## src/rtl/partial_load_unit.sv

```systemverilog
// RV32 load-data aligner: byte/halfword/word select with sign/zero extension,
// misaligned-load flag and a saturating misalignment counter. Optional macro
// PARTIAL_LOAD_OUT_REG_EN registers data_to_reg and misaligned by one cycle.
module partial_load_unit #(
  parameter int CNT_W = 16
) (
  input  logic             clk,
  input  logic             rst,
  input  logic [31:0]      instruction,
  input  logic [31:0]      data_from_mem,
  input  logic [31:0]      mem_addr,
  input  logic             load_valid,
  output logic [31:0]      data_to_reg,
  output logic             misaligned,
  output logic [CNT_W-1:0] misalign_count
);

  localparam logic [6:0] OPC_LOAD = 7'b0000011;
  localparam logic [2:0] F3_LB    = 3'b000;
  localparam logic [2:0] F3_LH    = 3'b001;
  localparam logic [2:0] F3_LW    = 3'b010;
  localparam logic [2:0] F3_LBU   = 3'b100;
  localparam logic [2:0] F3_LHU   = 3'b101;

  logic [2:0]       w_funct3;
  logic             w_is_load;
  logic [7:0]       w_byte;
  logic [15:0]      w_half;
  logic [31:0]      w_data;
  logic             w_misaligned;
  logic [CNT_W-1:0] r_count;
  logic             w_unused;

  assign w_funct3  = instruction[14:12];
  assign w_is_load = (instruction[6:0] == OPC_LOAD);
  // Only the low address bits and the opcode/funct3 fields matter here.
  assign w_unused  = ^{mem_addr[31:2], instruction[31:15], instruction[11:7]};

  always_comb begin
    w_byte = data_from_mem[7:0];
    case (mem_addr[1:0])
      2'd0: w_byte = data_from_mem[7:0];
      2'd1: w_byte = data_from_mem[15:8];
      2'd2: w_byte = data_from_mem[23:16];
      2'd3: w_byte = data_from_mem[31:24];
      default: w_byte = data_from_mem[7:0];
    endcase
  end

  assign w_half = mem_addr[1] ? data_from_mem[31:16] : data_from_mem[15:0];

  always_comb begin
    w_data = data_from_mem;
    if (w_is_load) begin
      case (w_funct3)
        F3_LB:   w_data = {{24{w_byte[7]}}, w_byte};
        F3_LBU:  w_data = {24'b0, w_byte};
        F3_LH:   w_data = {{16{w_half[15]}}, w_half};
        F3_LHU:  w_data = {16'b0, w_half};
        default: w_data = data_from_mem;
      endcase
    end
  end

  always_comb begin
    w_misaligned = 1'b0;
    if (w_is_load) begin
      case (w_funct3)
        F3_LH, F3_LHU: w_misaligned = mem_addr[0];
        F3_LW:         w_misaligned = |mem_addr[1:0];
        default:       w_misaligned = 1'b0;
      endcase
    end
  end

  // Saturating debug counter; always driven by the unregistered flag.
  always_ff @(posedge clk or posedge rst) begin
    if (rst)
      r_count <= '0;
    else if (load_valid && w_misaligned && (r_count != {CNT_W{1'b1}}))
      r_count <= r_count + 1'b1;
  end

  assign misalign_count = r_count;

`ifdef PARTIAL_LOAD_OUT_REG_EN
  logic [31:0] r_data;
  logic        r_misaligned;

  always_ff @(posedge clk or posedge rst) begin
    if (rst) begin
      r_data       <= '0;
      r_misaligned <= 1'b0;
    end else begin
      r_data       <= w_data;
      r_misaligned <= w_misaligned;
    end
  end

  assign data_to_reg = r_data;
  assign misaligned  = r_misaligned;
`else
  assign data_to_reg = w_data;
  assign misaligned  = w_misaligned;
`endif

endmodule

```

## config.mk

```make
export PLATFORM = sky130hd
export DESIGN_NAME = partial_load_unit
export DESIGN_NICKNAME = d
export VERILOG_FILES = /design/src/rtl/partial_load_unit.sv
export SDC_FILE = /design/constraint.sdc
export NUM_CORES = 1
export LEC_CHECK = 0
export ABC_AREA = 0
export CAP_MARGIN = 20
export CORE_MARGIN = 1.5
export CORE_UTILIZATION = 30
export DETAILED_ROUTE_END_ITERATION = 10
export HOLD_SLACK_MARGIN = 0.1
export PLACE_DENSITY = 0.83
export SYNTH_ARGS = -nofsm -noshare
export SYNTH_HDL_FRONTEND = slang
export SYNTH_SLANG_ARGS = --single-unit
```

## constraint.sdc

```tcl
create_clock -name clk -period 4.1 [get_ports clk]
set_input_delay 1.025 -clock clk [delete_from_list [all_inputs] [get_ports clk]]
set_output_delay 1.025 -clock clk [all_outputs]
set_load 0.01 [all_outputs]
```

==> results.sh <==
export IMPL_synth_fp_nets=286
export IMPL_synth_cell_type_count=34
export IMPL_worst_endpoint_required_ns=3.07
export IMPL_hold_buffers=0
export IMPL_worst_slew_pin_tran_ns=0.619
export IMPL_synth_sequential_area_ratio_pct=27.5
export IMPL_clock_power_share_pct=27.2
export IMPL_max_reg_flops=16
export IMPL_yosys_most_used_dff="dfrtp_1"
export IMPL_setup_crit_path_kind="in -> out"
export IMPL_clockRootBuffer="clkbuf_8"
export IMPL_dr_first_iter_drc_count=100
export IMPL_grt_max_degree=17
export IMPL_tritoncts_num_buffers=3
export IMPL_critical_path_startpoint_type="input pin"
export IMPL_holdCritStartpoint="misalign_count[9]$_DFFE_PP0P_"
export IMPL_cts_sinks=16
export IMPL_max_cap_violations=0
export IMPL_irDropWorstVdd_mv=0.175
export IMPL_worst_r2r_startpoint="misalign_count[6]$_DFFE_PP0P_"
export IMPL_die_x_um=72.7
export IMPL_timing_clock_skew_ns=0.00241
export IMPL_io_pins=148
export IMPL_antennaDiodeCount=0
export IMPL_stdcell_count=365
export IMPL_min_delay_worst_endpoint="misalign_count[9]$_DFFE_PP0P_"
export IMPL_drt_pass1_iterations=4
export IMPL_reg2reg_setup_slack_ns=2.17
export IMPL_finalWirelength_um=5380
export IMPL_path_clk_slew_ns=0.05
export IMPL_yosys_reg_bits=16
export IMPL_timing_critical_path_cells="dlygate4sd2_1, or4_4, or3_4, buf_4, a21oi_2, buf_6, a21oi_1, dlygate4sd2_1"
export IMPL_min_period_over_period_pct=98.6
export IMPL_syn_avg_cell_area_um2=7.83
export IMPL_buffers_added_on_ports=95
export IMPL_r2r_end="misalign_count[1]$_DFFE_PP0P_"
export IMPL_seq_power_share_pct=37.1
export IMPL_worst_hold_path_type="reg -> reg"
export IMPL_p_r_area_growth_vs_syn_pct=85.2
export IMPL_async_flop_share_pct=100
export IMPL_final_common_cell="clkdlybuf4s50_1"
export IMPL_dieHeight_um=72.7
export IMPL_cp_top_family="simple AND/OR/NAND/NOR gates"
export IMPL_cts_root_to_sink_buffers=2
export IMPL_yosys_area_top_type="dfrtp_1"
export IMPL_gp_routability_congestion=0.970
export IMPL_route_detailed_drc=0
export IMPL_crit_path_frequent_cell="dlygate4sd2_1"
export IMPL_min_delay_path_depth=1
export IMPL_htree_levels=1
export IMPL_critical_path_slowest_cell="or4_4"
export IMPL_routed_via_density=5.28
export IMPL_maximum_single_stage_delay_on_the_critical_path_ns=0.53
export IMPL_switchingPower_w=0.000117
export IMPL_clock_insertion_delay_worst_skew_ns=0.25
export IMPL_commonest_cells_after_routing_fill_and_taps_aside="58 x clkdlybuf4s50_1, 29 x buf_4, 24 x nor2_1"
export IMPL_placeable_core_region_mm2=0.00469
export IMPL_standard_cell_rows=25
export IMPL_antenna_found_initial=0
export IMPL_post_synth_inst_count=186
export IMPL_finalSetupViolCount=0
export IMPL_power_internal_w=0.000312
export IMPL_grt_use_total_pct=19.9
export IMPL_reg2regPathDepth=4
export IMPL_initial_utilization_pct=31.0
export IMPL_setup_repair_after_global_routing_missed_its_margin="false"
export IMPL_totalNegativeSetupSlack_ns=0
export IMPL_via_count_of_the_first_global_routing_pass=1838
export IMPL_grt_first_pass_wirelength_um=8350
export IMPL_grt_overflow=0
export IMPL_synth_area_mm2=0.00146
export IMPL_num_fill_cells=443
export IMPL_power_density_cell_area_mw_per_mm2=159
export IMPL_fin_crit_ns=4.04
export IMPL_synthesis_yosys_warnings=0
export IMPL_combinationalPowerShare_pct=35.6
export IMPL_max_slew_margin_pct=58.2
export IMPL_power_static_leakage_nw=1.31
export IMPL_drive_gt1_share_pct=24.1
export IMPL_vias=1926
export IMPL_synth_largest_type_area_fraction_pct=27.5
export IMPL_arrival_ns=3.02
export IMPL_fp_dieArea_mm2=0.00528
export IMPL_detail_route_wl_per_cell_um=14.7
export IMPL_antenna_violating_nets_post_route=0
export IMPL_synth_area_leaders="dfrtp_1 27%, a21o_1 8.2%, xor2_1 7.8%"
export IMPL_critical_path_peak_fanout=8
export IMPL_numPlacedInstances=352
export IMPL_worstSetupEndpointType="output pin"
export IMPL_netSwitchingFraction_pct=27.3
export IMPL_outcome="finished, final reports clean"
export IMPL_hpwl_um=4080
export IMPL_cts_tree="built"
export IMPL_hold_viol_final=0
export IMPL_drv_slew=0
export IMPL_clock_fmax_mhz=247
export IMPL_synth_edff_count=0
export IMPL_final_nets=413
export IMPL_timing_critical_path_from="instruction[6]"
export IMPL_critical_path_buf_inv_count=4
## logic make-up after synthesis
family	share of synthesized area, %
xor+xnor	9.02
fa+ha+maj	0.859
compound gates	24.4
flops	27.5
simple gates	26.9
buf+inv	4.38
mux	6.96
## layer usage
layer | up-vias | wire length (um) | part of all wire (%) | GRT usage, %
met4 | 0 | 206 | 3.8 | 10.5
met3 | 15 | 516 | 9.6 | 3.18
met1 | 884 | 2060 | 38 | 22.6
met5 | - | 0 | 0 | 0
li1 | 925 | - | - | -
met2 | 102 | 2600 | 48 | 35.7
## power groups by stage
stage | clock, W | sequential, W | combinational (W)
2_1_floorplan | 0 | 0.000162 | 0.0000588
6_report | 0.000117 | 0.000159 | 0.000153
3_3_place_gp | 0 | 0.000162 | 0.000162
4_1_cts | 0.000119 | 0.000159 | 0.000152
5_1_grt | 0.000127 | 0.000159 | 0.000165
3_5_place_dp | 0 | 0.000162 | 0.000164
## cell usage after synthesis (2+ instances only)
master    count
nand3_1       5
nand4_1       6
o21ai_0       8
xor2_1       13
nand2b_1      6
inv_1         5
buf_6         2
mux4_2        3
a21o_1       16
a21oi_1      21
o22ai_1       6
mux2_2        3
nor2b_1       2
dfrtp_1      16
nand2_1      18
clkbuf_1      6
nor3_1        8
nor2_1       24
xnor2_1       2
a21oi_2       2
## worst reg2reg max path, stage by stage (launching register included)
cell and delay (ns):
dfrtp_1 0.44, nand4_1 0.18, or4_1 0.54, nand4_1 0.29, mux2_2 0.38
## metrics by stage
step | power [W] | hold WS, ns | area, um2 | setup slack, ns | util [%]
2_1_floorplan | 0.000221 | 0.521 | 1460 | 0.511 | -
3_3_place_gp | 0.000324 | 0.496 | 2630 | -0.482 | 56.1
4_1_cts | 0.000430 | 0.511 | 2690 | -0.00753 | 57.3
6_report | 0.000429 | 0.497 | 2700 | 0.0578 | 57.5
5_1_grt | 0.000451 | 0.537 | 2700 | 0.00266 | 57.5
3_5_place_dp | 0.000326 | 0.501 | 2630 | -0.482 | 56.1
## cell type report
type / instances / area [um2] / area share [%]
Timing Repair Buffer: 130 / 1160 / 42.9
Inverter: 5 / 18.8 / 0.696
Sequential cell: 16 / 400 / 14.8
Clock buffer: 3 / 41.3 / 1.53
Tap cell: 54 / 67.6 / 2.50
Multi-Input combinational cell: 157 / 1010 / 37.5
## worst max-delay path by stage
stage	end	cells after the start	slack, ns
after floorplan	data_to_reg[21]	6	0.51
after global placement	data_to_reg[15]	7	-0.48
after detailed placement	data_to_reg[15]	8	-0.48
after CTS	data_to_reg[3]	9	-0.008
after global routing	data_to_reg[0]	8	0.003
final	data_to_reg[15]	8	0.06
## timing repair
item | 4_1_cts | 5_1_grt
setup endpoints to repair | 32 | 22
gates cloned | 1 | 0
resized for setup | 99 | 7
buffers inserted | 7 | 2
pin swaps | 4 | 1
No activity file was read; power rests on OpenSTA's default activity.
